[config.mk]
export PLATFORM = sky130hd
export DESIGN_NAME = sram_pair_req_sched
export DESIGN_NICKNAME = d
export VERILOG_FILES = /design/src/rtl/sram_pair_req_sched.sv
export SDC_FILE = /design/constraint.sdc
export NUM_CORES = 1
export LEC_CHECK = 0
export CORE_ASPECT_RATIO = 1.75
export CORE_MARGIN = 5
export CORE_UTILIZATION = 30
export DETAILED_ROUTE_END_ITERATION = 8
export DONT_BUFFER_PORTS = 1
export GPL_TIMING_DRIVEN = 0
export PLACE_DENSITY = 0.44
export REMOVE_ABC_BUFFERS = 1
export SETUP_SLACK_MARGIN = 0.02
export SKIP_CTS_REPAIR_TIMING = 1
export SYNTH_ARGS = -nofsm -noshare
export SYNTH_HDL_FRONTEND = slang
export SYNTH_SLANG_ARGS = --single-unit
export TNS_END_PERCENT = 100
[constraint.sdc]
create_clock -name clk -period 3.9 [get_ports clk]
set_input_delay 0.78 -clock clk [delete_from_list [all_inputs] [get_ports clk]]
set_output_delay 0.78 -clock clk [all_outputs]
set_load 0.01 [all_outputs]
[src/rtl/sram_pair_req_sched.sv]
// Request scheduler for a two-instance SRAM pair: two channels, round-robin on instance conflicts.
// Optional SRAM_PAIR_SCHED_STAT_EN adds conflict_cnt and a same-bus sel check.
module sram_pair_req_sched #(
  parameter int unsigned ADDR_W = 10,
  parameter int unsigned TAG_W  = 4,
  parameter int unsigned RD_LAT = 1
) (
  input  logic              clk,
  input  logic              rst,
  input  logic              req_vld_a,
  output logic              req_rdy_a,
  input  logic              req_wr_a,
  input  logic              req_sel_a,
  input  logic [ADDR_W-1:0] req_addr_a,
  input  logic [31:0]       req_wdata_a,
  input  logic [TAG_W-1:0]  req_tag_a,
  input  logic              req_vld_b,
  output logic              req_rdy_b,
  input  logic              req_wr_b,
  input  logic              req_sel_b,
  input  logic [ADDR_W-1:0] req_addr_b,
  input  logic [31:0]       req_wdata_b,
  input  logic [TAG_W-1:0]  req_tag_b,
  output logic              rd_vld_a,
  output logic              rd_sel_a,
  output logic [ADDR_W-1:0] rd_addr_a,
  output logic              rd_vld_b,
  output logic              rd_sel_b,
  output logic [ADDR_W-1:0] rd_addr_b,
  output logic              wr_vld_a,
  output logic              wr_sel_a,
  output logic [ADDR_W-1:0] wr_addr_a,
  output logic [31:0]       wr_data_a,
  output logic              wr_vld_b,
  output logic              wr_sel_b,
  output logic [ADDR_W-1:0] wr_addr_b,
  output logic [31:0]       wr_data_b,
  input  logic [31:0]       rd_data_a,
  input  logic [31:0]       rd_data_b,
  output logic              resp_vld_a,
  output logic [TAG_W-1:0]  resp_tag_a,
  output logic [31:0]       resp_data_a,
  output logic              resp_vld_b,
  output logic [TAG_W-1:0]  resp_tag_b,
  output logic [31:0]       resp_data_b
`ifdef SRAM_PAIR_SCHED_STAT_EN
  ,
  output logic [15:0]       conflict_cnt
`endif
);

  logic              hold_vld_a, hold_wr_a, hold_sel_a;
  logic [ADDR_W-1:0] hold_addr_a;
  logic [31:0]       hold_wdata_a;
  logic [TAG_W-1:0]  hold_tag_a;
  logic              hold_vld_b, hold_wr_b, hold_sel_b;
  logic [ADDR_W-1:0] hold_addr_b;
  logic [31:0]       hold_wdata_b;
  logic [TAG_W-1:0]  hold_tag_b;

  logic              rr_ptr;  // 0: channel A wins the next conflict
  logic              conflict, grant_a, grant_b;
  logic              rd_go_a, rd_go_b, wr_go_a, wr_go_b;
  logic              rd_sel_a_d, rd_sel_b_d, wr_sel_a_d, wr_sel_b_d;
  logic [TAG_W-1:0]  rd_tag_a_q, rd_tag_b_q;

  logic [RD_LAT-1:0] pipe_vld_a, pipe_vld_b;
  logic [TAG_W-1:0]  pipe_tag_a [RD_LAT];
  logic [TAG_W-1:0]  pipe_tag_b [RD_LAT];

  // Occupancy is by instance only, so a read and a write to one instance also conflict.
  always_comb begin
    conflict = hold_vld_a && hold_vld_b && (hold_sel_a == hold_sel_b);
    grant_a  = hold_vld_a && (!conflict || !rr_ptr);
    grant_b  = hold_vld_b && (!conflict || rr_ptr);
    rd_go_a  = grant_a && !hold_wr_a;
    wr_go_a  = grant_a && hold_wr_a;
    rd_go_b  = grant_b && !hold_wr_b;
    wr_go_b  = grant_b && hold_wr_b;
    // An idle slot mirrors the active slot's sel so the pair never sees equal sels.
    rd_sel_a_d = rd_go_a ? hold_sel_a : (rd_go_b ? !hold_sel_b : 1'b1);
    rd_sel_b_d = rd_go_b ? hold_sel_b : (rd_go_a ? !hold_sel_a : 1'b0);
    wr_sel_a_d = wr_go_a ? hold_sel_a : (wr_go_b ? !hold_sel_b : 1'b1);
    wr_sel_b_d = wr_go_b ? hold_sel_b : (wr_go_a ? !hold_sel_a : 1'b0);
  end

  assign req_rdy_a = !hold_vld_a || grant_a;
  assign req_rdy_b = !hold_vld_b || grant_b;

  always_ff @(posedge clk) begin
    if (rst) begin
      hold_vld_a   <= 1'b0;
      hold_wr_a    <= 1'b0;
      hold_sel_a   <= 1'b0;
      hold_addr_a  <= '0;
      hold_wdata_a <= '0;
      hold_tag_a   <= '0;
      hold_vld_b   <= 1'b0;
      hold_wr_b    <= 1'b0;
      hold_sel_b   <= 1'b0;
      hold_addr_b  <= '0;
      hold_wdata_b <= '0;
      hold_tag_b   <= '0;
      rr_ptr       <= 1'b0;
    end else begin
      if (req_vld_a && req_rdy_a) begin
        hold_vld_a   <= 1'b1;
        hold_wr_a    <= req_wr_a;
        hold_sel_a   <= req_sel_a;
        hold_addr_a  <= req_addr_a;
        hold_wdata_a <= req_wdata_a;
        hold_tag_a   <= req_tag_a;
      end else if (grant_a) begin
        hold_vld_a <= 1'b0;
      end
      if (req_vld_b && req_rdy_b) begin
        hold_vld_b   <= 1'b1;
        hold_wr_b    <= req_wr_b;
        hold_sel_b   <= req_sel_b;
        hold_addr_b  <= req_addr_b;
        hold_wdata_b <= req_wdata_b;
        hold_tag_b   <= req_tag_b;
      end else if (grant_b) begin
        hold_vld_b <= 1'b0;
      end
      if (conflict) rr_ptr <= !rr_ptr;
    end
  end

  always_ff @(posedge clk) begin
    if (rst) begin
      rd_vld_a   <= 1'b0;
      rd_sel_a   <= 1'b1;
      rd_addr_a  <= '0;
      rd_tag_a_q <= '0;
      rd_vld_b   <= 1'b0;
      rd_sel_b   <= 1'b0;
      rd_addr_b  <= '0;
      rd_tag_b_q <= '0;
      wr_vld_a   <= 1'b0;
      wr_sel_a   <= 1'b1;
      wr_addr_a  <= '0;
      wr_data_a  <= '0;
      wr_vld_b   <= 1'b0;
      wr_sel_b   <= 1'b0;
      wr_addr_b  <= '0;
      wr_data_b  <= '0;
    end else begin
      rd_vld_a <= rd_go_a;
      rd_sel_a <= rd_sel_a_d;
      rd_vld_b <= rd_go_b;
      rd_sel_b <= rd_sel_b_d;
      wr_vld_a <= wr_go_a;
      wr_sel_a <= wr_sel_a_d;
      wr_vld_b <= wr_go_b;
      wr_sel_b <= wr_sel_b_d;
      if (rd_go_a) begin
        rd_addr_a  <= hold_addr_a;
        rd_tag_a_q <= hold_tag_a;
      end
      if (rd_go_b) begin
        rd_addr_b  <= hold_addr_b;
        rd_tag_b_q <= hold_tag_b;
      end
      if (wr_go_a) begin
        wr_addr_a <= hold_addr_a;
        wr_data_a <= hold_wdata_a;
      end
      if (wr_go_b) begin
        wr_addr_b <= hold_addr_b;
        wr_data_b <= hold_wdata_b;
      end
    end
  end

  // Response pipeline tracks the SRAM read latency so vld/tag line up with rd_data.
  always_ff @(posedge clk) begin
    if (rst) begin
      pipe_vld_a <= '0;
      pipe_vld_b <= '0;
      for (int i = 0; i < RD_LAT; i++) begin
        pipe_tag_a[i] <= '0;
        pipe_tag_b[i] <= '0;
      end
    end else begin
      pipe_vld_a[0] <= rd_vld_a;
      pipe_vld_b[0] <= rd_vld_b;
      pipe_tag_a[0] <= rd_tag_a_q;
      pipe_tag_b[0] <= rd_tag_b_q;
      for (int i = 1; i < RD_LAT; i++) begin
        pipe_vld_a[i] <= pipe_vld_a[i-1];
        pipe_vld_b[i] <= pipe_vld_b[i-1];
        pipe_tag_a[i] <= pipe_tag_a[i-1];
        pipe_tag_b[i] <= pipe_tag_b[i-1];
      end
    end
  end

  assign resp_vld_a  = pipe_vld_a[RD_LAT-1];
  assign resp_tag_a  = pipe_tag_a[RD_LAT-1];
  assign resp_data_a = rd_data_a;
  assign resp_vld_b  = pipe_vld_b[RD_LAT-1];
  assign resp_tag_b  = pipe_tag_b[RD_LAT-1];
  assign resp_data_b = rd_data_b;

`ifdef SRAM_PAIR_SCHED_STAT_EN
  always_ff @(posedge clk) begin
    if (rst) begin
      conflict_cnt <= '0;
    end else if (conflict && (conflict_cnt != 16'hFFFF)) begin
      conflict_cnt <= conflict_cnt + 16'd1;
    end
  end

  always_ff @(posedge clk) begin
    if (!rst) begin
      assert (!(rd_vld_a && rd_vld_b && (rd_sel_a == rd_sel_b)))
        else $error("read bus carries two valid commands with equal sel");
      assert (!(wr_vld_a && wr_vld_b && (wr_sel_a == wr_sel_b)))
        else $error("write bus carries two valid commands with equal sel");
    end
  end
`endif

endmodule

== Yosys cells after proc, flatten, opt, wreduce, memory -nomap -nowiden ==
Memory sizes are Yosys's and may differ from the RTL's.
Index checks and enable logic that the tools add are counted.

* Memories kept: 2
* Output and inout bits: 188
* Register bits: 221
* Bits in writable memories: 8

{| class="wikitable"
|+ Memory list
! memory !! depth !! bits a word !! read ports !! clocked after memory_dff !! wr ports !! line !! source
|-
| pipe_tag_a || 1 || 4 || 1 || 0 || 1 || 68 || <nowiki>logic [TAG_W-1:0] pipe_tag_a [RD_LAT];</nowiki>
|-
| pipe_tag_b || 1 || 4 || 1 || 0 || 1 || 69 || <nowiki>logic [TAG_W-1:0] pipe_tag_b [RD_LAT];</nowiki>
|}

* Eq/ne operators: 1
* Muxes and demuxes: 19
* Reductions and logical operators: 26

{| class="wikitable"
|+ Operator list
! cell !! number
|-
| $mux 1 || 17
|-
| $logic_and 1x1->1 || 10
|-
| $logic_not 1->1 || 8
|-
| $mux 4 || 2
|-
| $reduce_or 4->1 || 2
|-
| $logic_or 1x1->1 || 4
|-
| $reduce_bool 2->1 || 2
|-
| $eq 1x1->1 || 1
|}

== Logic depth before layout (Yosys ltp) ==
* Word-level depth: 8
* Gate-level depth with buffers: 7
* Depth with buffers taken out: 4

== Least setup slack after synthesis ==
No wires, ideal clock.

* Path type: register to output
* Start: register hold_sel_b
* End: output port req_rdy_b
* Setup slack: 2.102 ns
* Cell stages (with the launch flop): 4
* Arrival: 1.018 ns
* Path buffers: 1
* Cells stage by stage: dfxtp_1 > xor2_1 > buf_4 > or2_2

* Word-level cells in the longest chain between the ends: 6

{| class="wikitable"
|+ RTL lines
! element !! line !! source
|-
| from (decl) || 56 || <nowiki>logic hold_vld_b, hold_wr_b, hold_sel_b;</nowiki>
|-
| from (signal assigned) || 119 || <nowiki>hold_sel_b <= req_sel_b;</nowiki>
|-
| $eq 1x1->1 || 73 || <nowiki>conflict = hold_vld_a && hold_vld_b && (hold_sel_a == hold_sel_b);</nowiki>
|-
| $logic_and 1x1->1 || 73 ||
|-
| $logic_not 1->1 || 75 || <nowiki>grant_b = hold_vld_b && (!conflict || rr_ptr);</nowiki>
|-
| $logic_or 1x1->1 || 75 ||
|-
| $logic_and 1x1->1 || 75 ||
|-
| $logic_or 1x1->1 || 88 || <nowiki>assign req_rdy_b = !hold_vld_b || grant_b;</nowiki>
|-
| to (decl) || 18 || <nowiki>output logic req_rdy_b,</nowiki>
|}

Every way passes these cells.

== Worst setup path after layout ==
* Start: register hold_sel_a
* End: output port req_rdy_b

* Word-level cells in the longest chain between the ends: 6

{| class="wikitable"
|+ RTL lines
! element !! line !! source
|-
| from (decl) || 52 || <nowiki>logic hold_vld_a, hold_wr_a, hold_sel_a;</nowiki>
|-
| from (signal assigned) || 109 || <nowiki>hold_sel_a <= req_sel_a;</nowiki>
|-
| $eq 1x1->1 || 73 ||
|-
| $logic_and 1x1->1 || 73 ||
|-
| $logic_not 1->1 || 75 ||
|-
| $logic_or 1x1->1 || 75 ||
|-
| $logic_and 1x1->1 || 75 ||
|-
| $logic_or 1x1->1 || 88 ||
|}

Every way passes these cells.

==> flow_metrics.py <==
metrics = {
    "yosys": {
        "synth.distinct_cells": 28,
        "synth_top_family_by_area": "simple AND/OR/NAND/NOR gates",
        "ys_top_cells_by_count": "nand2_1, dfxtp_1, a21oi_1, buf_4, clkbuf_1",
        "yosysSeqAreaShare_pct": 54.8,
        "synth_area_leaders": "dfxtp_1, nand2_1, a21oi_1",
        "async_reset_ff_share_pct": 0,
        "synth-main-ff-cell": "dfxtp_1",
        "synth_top_area_cell": "dfxtp_1",
        "synth_compound_area_share_pct": 13.5,
        "synth_fa_ha_area_share_pct": 0,
        "synthSimpleGateAreaFrac_pct": 19.8,
        "synth_area_per_cell_um2": 8.17,
        "yosys.area_share.xor_xnor_pct": 0.210,
        "synth_seq_cells": 229,
        "synth_warnings": 0,
        "synth_edf_count": 0,
        "mappedNetlistArea_um2": 8360,
        "synth.mux.area_fraction_pct": 1.68,
        "synth_top_area_share_pct": 54.8,
        "synth_most_common_cell": "nand2_1",
        "syn_inst": 1023,
    },
    "critical_path": {
        "max_stage_delay_ns": 0.75,
        "crit_required_ns": 3.12,
        "cp-end-kind": "primary output",
        "startpoint_type": "flip-flop",
        "reg2reg_setup_slack_ns": 1.64,
        "rr_endpoint": "rd_sel_b",
        "r2r-start": "hold_sel_a",
        "crit_slowest_cell": "xor2_2",
        "crit_arrival_ns": 2.06,
        "crit_type": "reg2out",
        "critPathMaxFanout": 12,
        "path_cells": "xor2_2, or2_2",
        "reg2regPathDepth": 4,
    },
    "sta": {
        "rsz0062_at_grt": "false",
        "worst_pin_slew_ns": 1.26,
        "setup_viol": 0,
        "finClkSkew_ns": 0.0212,
        "period_minus_slack_ns": 2.84,
        "max_freq_ghz": 0.352,
        "relSlewSlack_pct": 16.1,
        "hold_viol_final": 0,
        "layout_setup_ws_ns": 1.06,
        "fin_crit_sh_pct": 72.9,
        "drv_slew": 0,
    },
    "cts": {
        "clock_path_buffers": 3,
        "cts_max_level": 1,
        "cts_buffers": 22,
        "insertion_delay_ns": 0.53,
        "cts_root_buf": "clkbuf_16",
        "clock-sinks": 229,
        "cts_tree": "built",
        "clkTransAtPathRegs_ns": 0.07,
    },
    "pwr": {
        "power.leakage_nw": 3.21,
        "ir_worst_vdd_mv": 0.353,
        "cellPowerDensity_nw_per_um2": 534,
    },
    "routing": {
        "drc": 0,
        "vias_per_cell": 4.73,
        "wl_per_cell_um": 20.4,
        "num_vias": 6213,
        "drt-initial-drc-count": 209,
        "firstDrtPassIters": 4,
        "totalWireLength_um": 26700,
        "ant_nets": 0,
    },
    "placement": {
        "hpwl_um": 18200,
        "port_buffers": 0,
        "gp_congestion": 0.716,
        "post-place-ws_ns": 0.783,
    },
    "floorplan": {
        "ios": 352,
        "coreArea_um2": 27800,
        "die-area_um2": 31400,
        "die_h_um": 231,
        "die_w_um": 136,
        "rows": 81,
        "start_util_pct": 30.1,
    },
    "flow_run": {
        "cap_violations": 0,
    },
    "worst_hold_path": {
        "hp-start": "rst",
        "hold_class": "in2reg",
        "min_to": "wr_data_a[16]",
        "hold_depth": 1,
    },
    "layout": {
        "syn_to_final_growth_pct": 7.27,
        "diodes": 0,
        "fin_nets": 1088,
        "fillers": 3062,
        "drive_gt1_share_pct": 6.38,
        "utilization_pct": 32.3,
    },
    "global_route": {
        "first_global_vias": 6028,
        "gr-usage-all-layers_pct": 16.3,
        "antenna_found_initial": 0,
        "grt_pass1_wl_um": 39200,
        "grt_start_max_net_pins": 230,
        "overflow": 0,
    },
    "outcome": {
        "run_status": "completed",
    },
}
==> cell type report <==
class                      count  area [µm²]  share of cell area, %
multi-input combinational    658        3010                   33.6
clock inverter                 6        43.8                  0.488
inverter                       4        15.0                  0.167
tap                          373         467                   5.20
sequential                   229        4580                   51.1
clock buffer                  34         676                   7.53
timing repair buffer           9         170                   1.90
==> critical path: cells and delay by family, from the launching register on <==
| kind | cells | cell delay (ns) |
|---|---|---|
| xor gates and xnor gates | 1 | 0.75 |
| DFF | 1 | 0.48 |
| and+or+nand+nor | 1 | 0.30 |
==> power breakdown <==
group / internal [mW] / total [mW] / leakage [nW] / switching [mW]
logic: 0.0720 / 0.197 / 0.984 / 0.125
clock network: 1.20 / 2.13 / 0.356 / 0.930
registers: 2.41 / 2.47 / 1.87 / 0.0552
total: 3.68 / 4.79 / 3.21 / 1.11
==> how the worst max path moves through the flow <==
stage | depth (start not counted) | slack, ns | end | start
global placement | 4 | -0.54 | hold_wdata_b[21] | hold_sel_a
floorplan | 4 | 1.27 | hold_addr_a[0] | hold_sel_a
finish | 2 | 1.06 | req_rdy_b | hold_sel_a
detailed placement | 4 | 0.78 | rd_sel_b | hold_sel_a
global route | 2 | 0.89 | req_rdy_b | hold_sel_a
CTS | 2 | 0.59 | req_rdy_b | hold_sel_a
==> stage by stage <==
stage / TNS (ns) / hold slack (ns) / cells / cell area, µm² / total power, mW
detailed placement: 0 / 0.438 / 1273 / 8230 / 2.72
global placement: -47.39 / 0.431 / 1264 / 8010 / 2.70
floorplan: 0 / 0.426 / 891 / 7550 / 2.64
global route: 0 / 0.284 / 1313 / 8970 / 5.01
CTS: 0 / 0.288 / 1313 / 8950 / 4.91
finish: 0 / 0.335 / 1313 / 8970 / 4.79
==> layout by cell type, fill, tap and decap left out, drive strengths merged, types with 2 or more instances in the layout <==
master	netlist	final
nand2	390	390
dfxtp	229	229
a21oi	197	197
clkbuf	33	34
nor2	20	20
mux2i	14	14
nor2b	12	12
buf	99	9
clkinv	0	5
inv	4	4
o21ai	4	4
o211ai	3	3
or2	2	2
o21a	2	2
and3	2	2
o21bai	2	2
a211oi	2	2
o21ba	2	2
==> layer usage <==
metal / vias to the layer above / global-route usage [%] / share of wire, %
li1: 3012 / - / -
met1: 2838 / 18.2 / 37
met2: 321 / 24.1 / 44
met3: 36 / 11.6 / 16
met4: 6 / 4.54 / 2.0
met5: - / 6.70 / 0.95
==> cells by family after synthesis <==
| logic type | after synthesis |
|---|---|
| xor gates and xnor gates | 2 |
| AOI/OAI and AO/OA | 213 |
| and+or+nand+nor | 429 |
| muxes | 14 |
| buffers and inverters | 136 |
| DFF | 229 |
==> sequential cells by signal (all words and copies together), names as in the netlist, 4 cells and up <==
| register | cells |
|---|---|
| rd_addr_b | 10 |
| rd_tag_b_q | 4 |
| hold_addr_b | 10 |
| pipe_tag_b | 4 |
| hold_wdata_a | 32 |
| hold_wdata_b | 32 |
| rd_addr_a | 10 |
| hold_tag_b | 4 |
| wr_addr_a | 10 |
| hold_tag_a | 4 |
| wr_data_a | 32 |
| rd_tag_a_q | 4 |
| pipe_tag_a | 4 |
| wr_data_b | 32 |
| wr_addr_b | 10 |
| hold_addr_a | 10 |
(Power assumes the default switching activity.)
